$ cat src/rtl/load_store_unit.sv
// Load/store sequencer: effective-address calc, one-cycle memory access, then base/load writebacks.
// Optional macro ALIGN_CHECK_EN routes misaligned accesses to a one-cycle FAULT state.
module load_store_unit #(
  parameter int ADDR_W   = 4,
  parameter int DATA_W   = 32,
  parameter int OFFSET_W = 12
) (
  input  logic                clk,
  input  logic                rst,
  input  logic                req_valid,
  output logic                req_ready,
  input  logic                req_is_load,
  input  logic [DATA_W-1:0]   req_base,
  input  logic [OFFSET_W-1:0] req_offset,
  input  logic                req_up,
  input  logic                req_pre,
  input  logic                req_wback,
  input  logic [3:0]          req_rn,
  input  logic [3:0]          req_rd,
  input  logic [DATA_W-1:0]   req_store_data,
  output logic [ADDR_W-1:0]   mem_addr,
  output logic [DATA_W-1:0]   mem_write_data,
  output logic                mem_ldr_str_en,
  output logic                mem_load_en,
  output logic                mem_store_en,
  input  logic [DATA_W-1:0]   mem_read_data,
  output logic                wb_valid,
  output logic [3:0]          wb_reg,
  output logic [DATA_W-1:0]   wb_data,
  output logic                fault
);

  typedef enum logic [2:0] {
    ST_IDLE,
    ST_ACCESS,
    ST_WB_BASE,
    ST_WB_LOAD
`ifdef ALIGN_CHECK_EN
    , ST_FAULT
`endif
  } state_t;

  state_t              state_q, state_d;
  logic                ready_q, ready_d;
  logic                is_load_q, is_load_d;
  logic                base_upd_q, base_upd_d;
  logic [3:0]          rn_q, rn_d;
  logic [3:0]          rd_q, rd_d;
  logic [DATA_W-1:0]   ea_q, ea_d;
  logic [DATA_W-1:0]   load_buf_q, load_buf_d;
  logic [ADDR_W-1:0]   mem_addr_q, mem_addr_d;
  logic [DATA_W-1:0]   mem_write_data_q, mem_write_data_d;
  logic                mem_ldr_str_en_q, mem_ldr_str_en_d;
  logic                mem_load_en_q, mem_load_en_d;
  logic                mem_store_en_q, mem_store_en_d;
  logic                wb_valid_q, wb_valid_d;
  logic [3:0]          wb_reg_q, wb_reg_d;
  logic [DATA_W-1:0]   wb_data_q, wb_data_d;
`ifdef ALIGN_CHECK_EN
  logic                fault_q, fault_d;
`endif

  logic [DATA_W-1:0]   off_ext;
  logic [DATA_W-1:0]   ea_in;
  logic [DATA_W-1:0]   acc_in;
  logic                unused_addr_bits;

  // Address arithmetic wraps modulo 2^DATA_W; only the word-index bits reach memory.
  assign off_ext = DATA_W'(req_offset);
  assign ea_in   = req_up ? (req_base + off_ext) : (req_base - off_ext);
  assign acc_in  = req_pre ? ea_in : req_base;
  assign unused_addr_bits = ^{acc_in[DATA_W-1:ADDR_W+2], acc_in[1:0]};

  always_comb begin
    state_d          = state_q;
    ready_d          = 1'b0;
    is_load_d        = is_load_q;
    base_upd_d       = base_upd_q;
    rn_d             = rn_q;
    rd_d             = rd_q;
    ea_d             = ea_q;
    load_buf_d       = load_buf_q;
    mem_addr_d       = mem_addr_q;
    mem_write_data_d = mem_write_data_q;
    mem_ldr_str_en_d = 1'b0;
    mem_load_en_d    = 1'b0;
    mem_store_en_d   = 1'b0;
    wb_valid_d       = 1'b0;
    wb_reg_d         = wb_reg_q;
    wb_data_d        = wb_data_q;
`ifdef ALIGN_CHECK_EN
    fault_d          = 1'b0;
`endif

    unique case (state_q)
      ST_IDLE: begin
        ready_d = 1'b1;
        if (req_valid && ready_q) begin
          ready_d          = 1'b0;
          is_load_d        = req_is_load;
          base_upd_d       = !req_pre || req_wback;
          rn_d             = req_rn;
          rd_d             = req_rd;
          ea_d             = ea_in;
          mem_addr_d       = acc_in[ADDR_W+1:2];
          mem_write_data_d = req_store_data;
`ifdef ALIGN_CHECK_EN
          if (acc_in[1:0] != 2'b00) begin
            state_d = ST_FAULT;
            fault_d = 1'b1;
          end else
`endif
          begin
            state_d          = ST_ACCESS;
            mem_ldr_str_en_d = 1'b1;
            mem_load_en_d    = req_is_load;
            mem_store_en_d   = !req_is_load;
          end
        end
      end

      ST_ACCESS: begin
        load_buf_d = mem_read_data;
        if (base_upd_q) begin
          state_d    = ST_WB_BASE;
          wb_valid_d = 1'b1;
          wb_reg_d   = rn_q;
          wb_data_d  = ea_q;
        end else if (is_load_q) begin
          // No base update: load data is already on the bus, write it back next cycle.
          state_d    = ST_WB_LOAD;
          wb_valid_d = 1'b1;
          wb_reg_d   = rd_q;
          wb_data_d  = mem_read_data;
        end else begin
          state_d = ST_IDLE;
          ready_d = 1'b1;
        end
      end

      ST_WB_BASE: begin
        if (is_load_q) begin
          state_d    = ST_WB_LOAD;
          wb_valid_d = 1'b1;
          wb_reg_d   = rd_q;
          wb_data_d  = load_buf_q;
        end else begin
          state_d = ST_IDLE;
          ready_d = 1'b1;
        end
      end

      ST_WB_LOAD: begin
        state_d = ST_IDLE;
        ready_d = 1'b1;
      end

`ifdef ALIGN_CHECK_EN
      ST_FAULT: begin
        state_d = ST_IDLE;
        ready_d = 1'b1;
      end
`endif

      default: begin
        state_d = ST_IDLE;
        ready_d = 1'b1;
      end
    endcase
  end

  always_ff @(posedge clk or negedge rst) begin
    if (!rst) begin
      state_q          <= ST_IDLE;
      ready_q          <= 1'b0;
      is_load_q        <= 1'b0;
      base_upd_q       <= 1'b0;
      rn_q             <= '0;
      rd_q             <= '0;
      ea_q             <= '0;
      load_buf_q       <= '0;
      mem_addr_q       <= '0;
      mem_write_data_q <= '0;
      mem_ldr_str_en_q <= 1'b0;
      mem_load_en_q    <= 1'b0;
      mem_store_en_q   <= 1'b0;
      wb_valid_q       <= 1'b0;
      wb_reg_q         <= '0;
      wb_data_q        <= '0;
`ifdef ALIGN_CHECK_EN
      fault_q          <= 1'b0;
`endif
    end else begin
      state_q          <= state_d;
      ready_q          <= ready_d;
      is_load_q        <= is_load_d;
      base_upd_q       <= base_upd_d;
      rn_q             <= rn_d;
      rd_q             <= rd_d;
      ea_q             <= ea_d;
      load_buf_q       <= load_buf_d;
      mem_addr_q       <= mem_addr_d;
      mem_write_data_q <= mem_write_data_d;
      mem_ldr_str_en_q <= mem_ldr_str_en_d;
      mem_load_en_q    <= mem_load_en_d;
      mem_store_en_q   <= mem_store_en_d;
      wb_valid_q       <= wb_valid_d;
      wb_reg_q         <= wb_reg_d;
      wb_data_q        <= wb_data_d;
`ifdef ALIGN_CHECK_EN
      fault_q          <= fault_d;
`endif
    end
  end

  assign req_ready      = ready_q;
  assign mem_addr       = mem_addr_q;
  assign mem_write_data = mem_write_data_q;
  assign mem_ldr_str_en = mem_ldr_str_en_q;
  assign mem_load_en    = mem_load_en_q;
  assign mem_store_en   = mem_store_en_q;
  assign wb_valid       = wb_valid_q;
  assign wb_reg         = wb_reg_q;
  assign wb_data        = wb_data_q;
`ifdef ALIGN_CHECK_EN
  assign fault          = fault_q;
`else
  assign fault          = 1'b0;
`endif

endmodule

$ cat config.mk
export PLATFORM = sky130hd
export DESIGN_NAME = load_store_unit
export DESIGN_NICKNAME = d
export VERILOG_FILES = /design/src/rtl/load_store_unit.sv
export SDC_FILE = /design/constraint.sdc
export NUM_CORES = 1
export LEC_CHECK = 0
export BUFFER_PORTS_ARGS = -buffer_cell sky130_fd_sc_hd__buf_2
export CAP_MARGIN = 10
export CORE_MARGIN = 2
export CORE_UTILIZATION = 50
export DETAILED_ROUTE_END_ITERATION = 8
export PLACE_DENSITY = 0.71
export SETUP_SLACK_MARGIN = 0.1
export SLEW_MARGIN = 10
export SYNTH_ARGS = -nofsm -noshare
export SYNTH_HDL_FRONTEND = slang
export SYNTH_SLANG_ARGS = --single-unit
$ cat constraint.sdc
create_clock -name clk -period 2.2 [get_ports clk]
set_input_delay 0.11 -clock clk [delete_from_list [all_inputs] [get_ports clk]]
set_output_delay 0.11 -clock clk [all_outputs]
set_load 0.02 [all_outputs]
==> results by group <==
Status
  • Status: finished with violations
  • Failing checks: setup timing

Hold path
  • End of the worst hold path: mem_addr[0]
  • Hold path start: req_base[2]
  • Hold path depth: 3
  • Hold WC Path Type: primary input to flip-flop

Placed design
  • Placed Cells: about 1500
  • Pre-CTS setup slack: -1.133 ns
  • Post-DP HPWL: around 17 mm
  • Area after DPL: roughly 11000 um^2
  • IO buf count: slightly below 200
  • GP Congestion: between 0.9 and 1

Synth
  • Ranking of synthesized cells by area: dfrtp_1 (45%), nand2_1 (10%), ha_1 (5.5%)
  • Post-synth EDFFs: 0
  • Synth Instances: approximately 950
  • Dominant cell type by area after synthesis: dfrtp_1
  • Ys flop type: dfrtp_1
  • Cell Area, Synth: roughly 8500 um^2
  • Sequential fraction of the synthesis area: 0.4519
  • Avg Inst Size Synth: ~9.0 um^2
  • Cell variety after synth: 60
  • Total number of yosys warnings: 0
  • Ys async rst share: 1.000
  • Share of the synthesized area in the top cell type: 0.4519
  • Syn_nets: between 1000 and 1500
  • Seq cells post-synth: 153

STA
  • Fin Hold WS: 0.02643 ns
  • Max-slew violations: 0
  • Clock Skews: approximately 0.0097 ns
  • Period minus WS final: approximately 2.8 ns
  • Final hold vios: 0
  • Max-slew headroom: 0.6315
  • Period utilisation layout: 1.280
  • Worst slew pin tran: ~0.55 ns
  • RSZ-0062 raised after global routing: true
  • F_max: 355.0 MHz
  • Crit path setup slack, layout: -0.6166 ns
  • Final setup viols: 23
  • Final setup TNS: -10.62 ns

Routing
  • Drt total wl: 24.71 mm
  • Per-cell routed wire length: about 16 um
  • Vias: 8273
  • Drt first pass iters: 5
  • Antenna-violating nets left: 0
  • First DRT Iteration DRCs: just under 400
  • DRC violations left: 0
  • Via density: roughly 5.2

Setup path
  • Critical path peak fanout: 8
  • Critical Path AT: between 3 and 4 ns
  • RR Endpoint: ea_q[6]
  • Worst R2R Start: state_q[0]
  • Worst setup SP type: primary input
  • Setup CP Type: primary input to flip-flop
  • Worst R2R Setup Slack: 0.34 ns
  • R2R depth: 6
  • Worst path required time: approximately 2.5 ns
  • Critical Path End Type: flip-flop

Global route
  • Total Routing Usage GR: 0.2749
  • Initial antenna violation count: 1
  • Global route overflow: 0
  • Vias in the first global route: about 8000
  • Global-route wire length before repair: slightly below 40 mm
  • Largest net degree at the start of global routing: 59

Pwr
  • Cell-internal power: 8.920 mW
  • Switch share: 0.3953
  • Peak VDD IR: 0.0007244 V
  • Part of the power in the clock network: 0.216
  • Net Sw Power: 5.830 mW
  • Final Power: about 15 mW
  • Power Density: approximately 1200 nW/um^2
  • Leak: between 6 and 7 nW
  • Combinational Power Share: 0.446
  • Sequential group share of total power: 0.338

Clock tree
  • CTS HTree Levels: 4
  • Clock buffer count from CTS: 17
  • CTS tree: yes
  • Worst-path clk slew: 0.06 ns
  • TritonCTS Sinks: 153
  • Root cell of the clock tree: clkbuf_16
  • Clk Latency, worst-skew pair: 0.42 ns
  • Clock Path Buffers: 2

Final layout
  • Fin cells: roughly 1600
  • Layout area overhead: 49.85%
  • Nets: between 1500 and 2000
  • Final Instance Area: 12690 um^2
  • Fin util: 0.7655
  • Layout cells sized above 1: 0.3732

Floorplanning
  • Die span in x: roughly 130 um
  • Die ar.: about 18000 um^2
  • Die height: 134.2 um
  • FP Rows: 47
  • Starting Density: 0.5109
  • Num ports: approximately 200
  • CORE AREA: 16580 um^2

Run
  • Max-Cap Viols: 0
-- power by group through the flow --
stage          registers, mW  logic [mW]  clock network, mW
3_5_place_dp            4.98        6.16                  0
3_3_place_gp            4.92        6.01                  0
5_1_grt                 5.14        7.24               3.34
6_report                4.99        6.58               3.18
2_1_floorplan           5.57        3.36                  0
4_1_cts                 4.95        6.42               3.22
-- final cells by class --
| class | count | area, um^2 |
|---|---|---|
| multi-input cells | 718 | 4772 |
| fillers | 1152 | 3889 |
| flip-flops and latches | 153 | 3830 |
| repair buffers | 441 | 3085 |
| clock buffers | 18 | 429.2 |
| well taps | 220 | 275.3 |
| clock inverters | 14 | 222.7 |
| inverters | 20 | 77.57 |
| diodes | 1 | 2.502 |
-- logic make-up after synthesis --
logic type | synth area share
XOR/XNOR | 0.04032
AO/OA/AOI/OAI | 0.1639
AND/OR/NAND/NOR | 0.1679
flip-flops | 0.4519
adder cells (fa/ha/maj) | 0.05701
multiplexers | 0.08433
other | 0.0004426
buffers and inverters | 0.03412
-- layout by cell type (no fill, tap or decap), types with 4 or more instances in the layout --
cell type,count
a31oi_4,5
clkbuf_16,17
nor3_1,5
a21o_1,11
nand3_1,4
nand2_1,227
xor2_1,23
ha_1,32
mux2_2,33
mux2i_1,32
o21ai_0,61
clkinvlp_4,5
xnor2_1,9
nand4_1,7
buf_6,14
xnor2_2,6
and3_1,5
a31oi_1,7
dlygate4sd3_1,76
inv_1,16
o22ai_1,5
buf_4,152
buf_2,197
a21oi_2,17
bufinv_16,5
dfrtp_1,152
nor2_1,61
nand2b_1,4
a21oi_1,59
o21ai_1,24
-- routing by layer --
metal,global-route usage,vias up,part of all wire
met2,0.4705,259,0.49
li1,-,4082,-
met3,0.04195,49,0.044
met5,0,-,0
met4,0.09123,0,0.025
met1,0.3588,3883,0.44
-- cells in the mapped netlist (all sizes together) (15+ instances only) --
| library cell | n |
|---|---|
| ha | 37 |
| xor2 | 24 |
| dfrtp | 153 |
| xnor2 | 15 |
| a21oi | 76 |
| mux2 | 35 |
| nand2 | 230 |
| o21ai | 91 |
| clkbuf | 42 |
| inv | 19 |
| mux2i | 32 |
| nor2 | 65 |
-- what timing repair did --
item | in CTS | in global routing
hold buffers | 76 | 0
gates resized for setup | 38 | 44
setup endpoints to repair | 24 | 26
pin swaps | 17 | 19
endpoints found under the hold margin | 132 | 0
buffers inserted | 6 | 10
-- how the worst max path moves through the flow --
stage / startpoint / to / slack, ns
2_1_floorplan: req_offset[5] / ea_q[29] / -0.98
3_3_place_gp: req_offset[5] / ea_q[29] / -1.06
3_5_place_dp: req_offset[5] / ea_q[24] / -1.13
4_1_cts: req_offset[4] / ea_q[30] / -0.60
5_1_grt: req_offset[4] / ea_q[28] / -0.71
6_report: req_offset[4] / ea_q[30] / -0.62
-- worst max-delay path, stage by stage --
cell and delay [ns]:
buf_6 0.09, or4_4 0.57, nor2_4 0.11, nand2_2 0.07, nor4_2 0.15, ha_1 0.27, mux2_4 0.29, ha_4 0.33
nand2_1 0.09, o31a_1 0.34, a31oi_4 0.26, a41oi_2 0.16, xor2_1 0.16, o21ai_1 0.14
(Power assumes the default switching activity.)
